--- src/rtl/sync_fifo_pkg.sv ---
// sync_fifo_pkg: shared constants, clog2 and parameter legality check for sync_fifo_param
package sync_fifo_pkg;
  localparam int DEF_DATA_W = 8;
  localparam int DEF_DEPTH  = 8;
  function automatic int clog2(input int n);
    int r;
    r = 0;
    while ((1 << r) < n) r++;
    return r;
  endfunction
  function automatic bit fifo_params_ok(input int depth, input int ae, input int af);
    return depth >= 2 && (depth & (depth - 1)) == 0 && ae < af && af <= depth;
  endfunction
endpackage

--- src/rtl/sync_fifo_mem.sv ---
// sync_fifo_mem: DEPTH x DATA_W storage, one synchronous write port, one asynchronous read port
//   clk          write clock
//   we/waddr/wdata  write enable, address, data
//   raddr/rdata  combinational read address and data
module sync_fifo_mem #(
  parameter int DATA_W = 8,
  parameter int DEPTH  = 8,
  localparam int ADDR_W = sync_fifo_pkg::clog2(DEPTH)
) (
  input  logic              clk,
  input  logic              we,
  input  logic [ADDR_W-1:0] waddr,
  input  logic [DATA_W-1:0] wdata,
  input  logic [ADDR_W-1:0] raddr,
  output logic [DATA_W-1:0] rdata
);
  logic [DATA_W-1:0] r_mem [DEPTH];
  always_ff @(posedge clk)
    if (we) r_mem[waddr] <= wdata;
  assign rdata = r_mem[raddr];
endmodule

--- src/rtl/sync_fifo_param.sv ---
// sync_fifo_param: parametrised single-clock FIFO with occupancy, thresholds and sticky errors
//   clk, reset (sync, active-high); write_en/data_in push; read_en pop
//   out/out_valid read data and strobe; full/empty/almost_full/almost_empty decoded from count
//   count occupancy 0..DEPTH; overflow/underflow sticky until reset
//   SYNC_FIFO_FWFT_EN: first-word-fall-through (out = head, out_valid = !empty)
module sync_fifo_param
  import sync_fifo_pkg::*;
#(
  parameter int DATA_W    = DEF_DATA_W,
  parameter int DEPTH     = DEF_DEPTH,
  parameter int AF_THRESH = DEPTH - 1,
  parameter int AE_THRESH = 1,
  localparam int ADDR_W = clog2(DEPTH),
  localparam int CNT_W  = ADDR_W + 1
) (
  input  logic              clk,
  input  logic              reset,
  input  logic              write_en,
  input  logic [DATA_W-1:0] data_in,
  input  logic              read_en,
  output logic [DATA_W-1:0] out,
  output logic              out_valid,
  output logic              full,
  output logic              empty,
  output logic              almost_full,
  output logic              almost_empty,
  output logic [CNT_W-1:0]  count,
  output logic              overflow,
  output logic              underflow
);
  if (!fifo_params_ok(DEPTH, AE_THRESH, AF_THRESH)) begin : g_param_err
    $error("sync_fifo_param: illegal DEPTH/AE_THRESH/AF_THRESH");
  end
  logic [ADDR_W-1:0] r_wr_ptr, r_rd_ptr;
  logic [CNT_W-1:0]  r_count;
  logic              r_ovf, r_unf;
  logic              w_wr_acc, w_rd_acc;
  logic [DATA_W-1:0] w_rdata;
  assign full         = r_count == CNT_W'(DEPTH);
  assign empty        = r_count == '0;
  assign almost_full  = r_count >= CNT_W'(AF_THRESH);
  assign almost_empty = r_count <= CNT_W'(AE_THRESH);
  assign count        = r_count;
  assign overflow     = r_ovf;
  assign underflow    = r_unf;
  assign w_wr_acc     = write_en & ~full;
  assign w_rd_acc     = read_en & ~empty;
  sync_fifo_mem #(.DATA_W(DATA_W), .DEPTH(DEPTH)) u_mem (
    .clk   (clk),
    .we    (w_wr_acc),
    .waddr (r_wr_ptr),
    .wdata (data_in),
    .raddr (r_rd_ptr),
    .rdata (w_rdata)
  );
  always_ff @(posedge clk)
    if (reset) begin
      r_wr_ptr <= '0;
      r_rd_ptr <= '0;
      r_count  <= '0;
      r_ovf    <= 1'b0;
      r_unf    <= 1'b0;
    end else begin
      r_wr_ptr <= w_wr_acc ? r_wr_ptr + ADDR_W'(1) : r_wr_ptr;
      r_rd_ptr <= w_rd_acc ? r_rd_ptr + ADDR_W'(1) : r_rd_ptr;
      r_count  <= (w_wr_acc == w_rd_acc) ? r_count :
                  w_wr_acc ? r_count + CNT_W'(1) : r_count - CNT_W'(1);
      r_ovf    <= r_ovf | (write_en & full);
      r_unf    <= r_unf | (read_en & empty);
    end
`ifdef SYNC_FIFO_FWFT_EN
  assign out       = w_rdata;
  assign out_valid = ~empty;
`else
  logic [DATA_W-1:0] r_out;
  logic              r_out_valid;
  always_ff @(posedge clk)
    if (reset) begin
      r_out       <= '0;
      r_out_valid <= 1'b0;
    end else begin
      r_out       <= w_rd_acc ? w_rdata : r_out;
      r_out_valid <= w_rd_acc;
    end
  assign out       = r_out;
  assign out_valid = r_out_valid;
`endif
endmodule
--- config.mk ---
export PLATFORM = sky130hd
export DESIGN_NAME = sync_fifo_param
export DESIGN_NICKNAME = d
export VERILOG_FILES = /design/src/rtl/sync_fifo_pkg.sv /design/src/rtl/sync_fifo_mem.sv /design/src/rtl/sync_fifo_param.sv
export SDC_FILE = /design/constraint.sdc
export NUM_CORES = 1
export LEC_CHECK = 0
export ABC_CLOCK_PERIOD_IN_PS = 2200
export CAP_MARGIN = 25
export CORE_ASPECT_RATIO = 0.5
export CORE_MARGIN = 5
export CORE_UTILIZATION = 45
export DETAILED_ROUTE_END_ITERATION = 6
export GPL_ROUTABILITY_DRIVEN = 1
export PLACE_DENSITY = 0.69
export SYNTH_ARGS = -nofsm -noshare
export SYNTH_HDL_FRONTEND = slang
export SYNTH_SLANG_ARGS = --single-unit
--- constraint.sdc ---
create_clock -name clk -period 2.2 [get_ports clk]
set_input_delay 0.33 -clock clk [delete_from_list [all_inputs] [get_ports clk]]
set_output_delay 0.33 -clock clk [all_outputs]
set_load 0.1 [all_outputs]
==> flow_metrics.env <==
export IMPL_required_ns=1.87
export IMPL_overflow=0
export IMPL_outcome="finished, final reports clean"
export IMPL_drv_cap=0
export IMPL_die_area_mm2=0.00956
export IMPL_reg2reg_to="count[2]"
export IMPL_clock_power_share_pct=27.2
export IMPL_cp_end_kind="output port"
export IMPL_drv_slew=0
export IMPL_antenna_found_initial=0
export IMPL_cts_made_buffers=9
export IMPL_regToRegSetupSlack_ns=0.28
export IMPL_critPathArrivalTime_ns=1.70
export IMPL_r2r_cells=7
export IMPL_cts_tree="done"
export IMPL_hp_class="flip-flop to flip-flop"
export IMPL_fmaxAchievable_ghz=0.492
export IMPL_area_growth_pct=25.7
export IMPL_sw_frac_of_total_pct=39.3
export IMPL_cts_resized_gates=0
export IMPL_tightest_slew_ns=0.783
export IMPL_dp_hpwl_um=4780
export IMPL_switchingPower_uw=2510
export IMPL_syn_inst=225
export IMPL_slew_headroom_pct=47.6
export IMPL_start_kind="flip-flop"
export IMPL_drc_errors=0
export IMPL_routabilityCongestion=0.765
export IMPL_layout_drive_gt1_share_pct=23.9
export IMPL_final_util_pct=58.4
export IMPL_routed_wl_um=7080
export IMPL_pin_count=31
export IMPL_hold_start="out[3]"
export IMPL_grt_pass1_wl_um=11500
export IMPL_final_hold_violation_count=0
export IMPL_wl_per_cell_um=19.0
export IMPL_grt_setup_unrepaired="no"
export IMPL_firstDrtPassIters=4
export IMPL_synth_cell_types=35
export IMPL_final_common_cell="edfxtp_1"
export IMPL_finalPower_uw=6400
export IMPL_via_per_inst=5.47
export IMPL_syn_area_mm2=0.00343
export IMPL_worstSetupPathType="flip-flop to output port"
export IMPL_nets=289
export IMPL_placed_area_mm2=0.00396
export IMPL_die_h_um=71.7
export IMPL_post_cts_buffers=0
export IMPL_intPower_uw=3880
export IMPL_cts_root_buffer="clkbuf_16"
export IMPL_path_clk_slew_ns=0.06
export IMPL_worstPathMaxFanout=6
export IMPL_clk_path_buf_depth=2
export IMPL_layout_common_cells="64 x edfxtp_1, 32 x mux2i_1, 30 x buf_4"
export IMPL_ant_nets=0
export IMPL_initial_core_util_pct=46.4
export IMPL_seqPwrFrac_pct=32.8
export IMPL_whs_path_depth=1
export IMPL_cts_sink_count=85
export IMPL_cts_max_level=3
export IMPL_io_buffers=30
export IMPL_ys_ff_latch=85
export IMPL_grt_start_max_net_pins=25
export IMPL_grt_pass1_vias=2095
export IMPL_rows=22
export IMPL_syn_nets=243
export IMPL_power_frac_comb_pct=40.0
export IMPL_hold_end="out[3]"
export IMPL_power_leakage_uw=0.00156
export IMPL_fin_skew_ns=0.00606
export IMPL_drt_iter0_drc=215
export IMPL_r2r_start="count[1]"
export IMPL_dr_total_vias=2036
export IMPL_clkLatencyLatePin_ns=0.34
export IMPL_finalSetupViolations=0
export IMPL_tns_ns=0
export IMPL_synth_warnings=0
export IMPL_core_area_mm2=0.00738
export IMPL_ctsHoldBuffers=0
export IMPL_grt_usage_pct=16.1
export IMPL_ys_seq_area_share_pct=68.4
export IMPL_diodes=0
export IMPL_power_density_mw_per_mm2=1490
export IMPL_finalCriticalPeriod_ns=2.03
export IMPL_fin_crit_sh_pct=92.4
export IMPL_die_w_um=133
export IMPL_finish_instance_area_mm2=0.00431
export IMPL_avgSynthCellArea_um2=15.2
export IMPL_ir_drop_uv=1450
[critical path: stages, from the launching register on]
cell and delay (ns):
dfxtp_4 0.36, inv_1 0.11, ha_1 0.19, or3b_4 0.45
clkinv_8 0.09, buf_12 0.16
[power by group through the flow]
stage,Sequential (uW),Combinational [uW],Clock (uW)
detailed placement,2140,2570,0
global route,2120,2700,1840
floorplan,2710,1310,0
finish,2100,2560,1740
CTS,2100,2580,1760
global placement,2120,2540,0
[per-stage QoR]
| stage | setup slack (ns) | hold WS, ns | instances |
|---|---|---|---|
| 6_report | 0.168 | 0.468 | 372 |
| 3_3_place_gp | 0.280 | 0.454 | 356 |
| 5_1_grt | 0.0780 | 0.488 | 372 |
| 4_1_cts | 0.146 | 0.476 | 372 |
| 3_5_place_dp | 0.235 | 0.461 | 356 |
| 2_1_floorplan | -0.0719 | 0.429 | 225 |
[cells by family after synthesis]
family / count (synthesis) / share of synthesized area, %
and+or+nand+nor: 43 / 6.36
adders and majority gates: 6 / 2.19
muxes: 34 / 10.1
buffers and inverters: 16 / 2.08
xor gates and xnor gates: 5 / 1.68
DFF: 85 / 68.4
AOI/OAI and AO/OA: 36 / 9.20
[worst max-delay path by stage]
| stage | from | end | slack [ns] | depth (start not counted) |
|---|---|---|---|---|
| after global placement | write_en | u_mem.r_mem[3][3] | 0.28 | 4 |
| after CTS | count[1] | empty | 0.15 | 5 |
| after floorplan | count[1] | u_mem.r_mem[1][0] | -0.07 | 5 |
| after detailed placement | write_en | u_mem.r_mem[6][5] | 0.24 | 4 |
| final | count[1] | empty | 0.17 | 5 |
| after global routing | count[1] | empty | 0.08 | 5 |
[registers in the layout, summed over array words and instances (netlist names)]
name	flops
underflow	1
r_wr_ptr	3
r_rd_ptr	3
count	4
u_mem.r_mem	64
out	8
out_valid	1
overflow	1
[synth_stat cells, drive strengths merged]
cell	number	area [um^2]
edfxtp	64	1920
mux2i	32	320
dfxtp	21	420
a22oi	16	120
nor2	15	58.8
a32o	8	80.1
buf	8	36.3
nor3	7	35.0
ha	6	75.1
nand3	6	30.0
a21oi	5	25.0
inv	5	18.8
nand2	5	21.3
nor2b	4	25.0
xor2	4	35.0
a211oi	2	27.5
clkbuf	2	7.51
mux2	2	26.3
nand2b	2	12.5
a21o	1	7.51
a2bb2oi	1	15.0
and2	1	6.26
clkinv	1	8.76
nand3b	1	11.3
nor4	1	6.26
o211a	1	10.0
o211ai	1	21.3
o2bb2ai	1	8.76
or3b	1	11.3
xnor3	1	22.5
[per-layer routing]
metal	global-route usage, %	up-vias	routed length (um)
met5	0	-	0
li1	-	959	-
met1	21.8	1009	3300
met2	24.6	61	3230
met4	3.65	0	51
met3	6.59	7	493
[cell type report]
| type | instances | area, um^2 |
|---|---|---|
| tap | 96 | 120 |
| timing repair buffer | 45 | 415 |
| sequential | 85 | 2350 |
| clock buffer | 10 | 229 |
| multi-input combinational | 124 | 1030 |
| inverter | 6 | 35.0 |
| fill | 583 | 3070 |
| clock inverter | 6 | 119 |
(Power assumes the default switching activity.)
==> RTL change, RTL diff (same settings) <==
`DEF_DEPTH`: 8 -> 4.
--- a/src/rtl/sync_fifo_pkg.sv
+++ b/src/rtl/sync_fifo_pkg.sv
@@ -3,3 +3,3 @@
   localparam int DEF_DATA_W = 8;
-  localparam int DEF_DEPTH  = 8;
+  localparam int DEF_DEPTH  = 4;
   function automatic int clog2(input int n);
Ports: changed (resized count); port bits go from 31 to 30. No check against the original RTL was run, so the function may have changed too.
==> RTL change against the unedited design <==
  * Non-clock buffer count shrank 14
  * Design area shrank 42%
  * Wire length shrank 47%
  * Via count shrank 42%
  * Sequential cell count shrank 35
  * Sequential share of layout area shrank 1.6 points
  * Global-route usage shrank 2.5 points
  * Setup slack gained 0.019 ns
  * Area after synthesis shrank 40%
  * First-iteration DRC count shrank 73%
  * Highest routed layer unchanged
Power is left out: the tool's default activity adds up to more than one toggle a clock period on the data nets, which glitch-free logic cannot reach.
==> RTL change: results (changes against the unedited design) <==
Cells after Synth: 146 (-35%)
reg2reg start: count[0]
register clock-pin slew on the reported worst setup and hold paths: 0.09 ns (+0.03 ns)
skew final: 0.00905 ns (+0.00300 ns)
wl on met1: 1.86 mm (-44%)
wire length per cell: 15.9 um (-17%)
Worst Tran Pin Value: 0.737 ns (-0.0457 ns)
Hold Path End: out[4]
vias in the first global route: 1187 (-43%)
Routed WL: 3.73 mm (-47%)
post-synthesis mux area share: 0.0879 (-0.0133)
met3 WL: 182 um (-63%)
Yosys cell types: 26 (-26%)
Synth Area in XOR/XNOR: 0.0281 (+0.0113)
Place WS: 0.153 ns (-0.0825 ns)
outcome: finished clean
most area-consuming cells after synthesis: edfxtp_1, dfxtp_1, mux4_2, ha_1, a21oi_1
fillers: 360 (-38%)
TritonCTS Buffers: 5 (-4)
R2R depth: 4 (-3)
WL met2: 1.64 mm (-49%)
GR Util All Layers: 0.136 (-0.0254)
global-route wire length before repair: 6.27 mm (-46%)
Clk Latency, worst-skew pair: 0.30 ns (-0.04 ns)
met1 Use GR: 0.186 (-0.0326)
R2R Setup Slk: 0.31 ns (+0.03 ns)
DRT iter0 DRCs: 59 (-73%)
number of flip-flops in the largest register: 32 (-50%)
synth cell count leaders: edfxtp_1, dfxtp_1, nand2_1
## RTL change: critical path, stage by stage, from the launching register on
cell and delay, ns:
dfxtp_2 0.34, inv_1 0.18, ha_1 0.25, or2b_4 0.31, inv_1 0.12, buf_12 0.18
## RTL change: worst max-delay path by stage
stage / start / cells after the start / slack [ns] / to
after global routing: count[1] / 5 / 0.12 / empty
after detailed placement: write_en / 3 / 0.15 / u_mem.r_mem[0][1]
final: count[1] / 5 / 0.19 / empty
after global placement: write_en / 3 / 0.21 / u_mem.r_mem[0][1]
after floorplan: count[2] / 4 / -0.13 / almost_full
after CTS: count[1] / 5 / 0.17 / empty
## RTL change: cell type report
cell class,count,area (um2),share of cell area
multi-input combinational,80,672,0.269
timing repair buffer,31,298,0.119
inverter,9,33.8,0.0135
clock inverter,3,28.8,0.0115
sequential,50,1320,0.530
clock buffer,5,68.8,0.0276
tap,57,71.3,0.0286
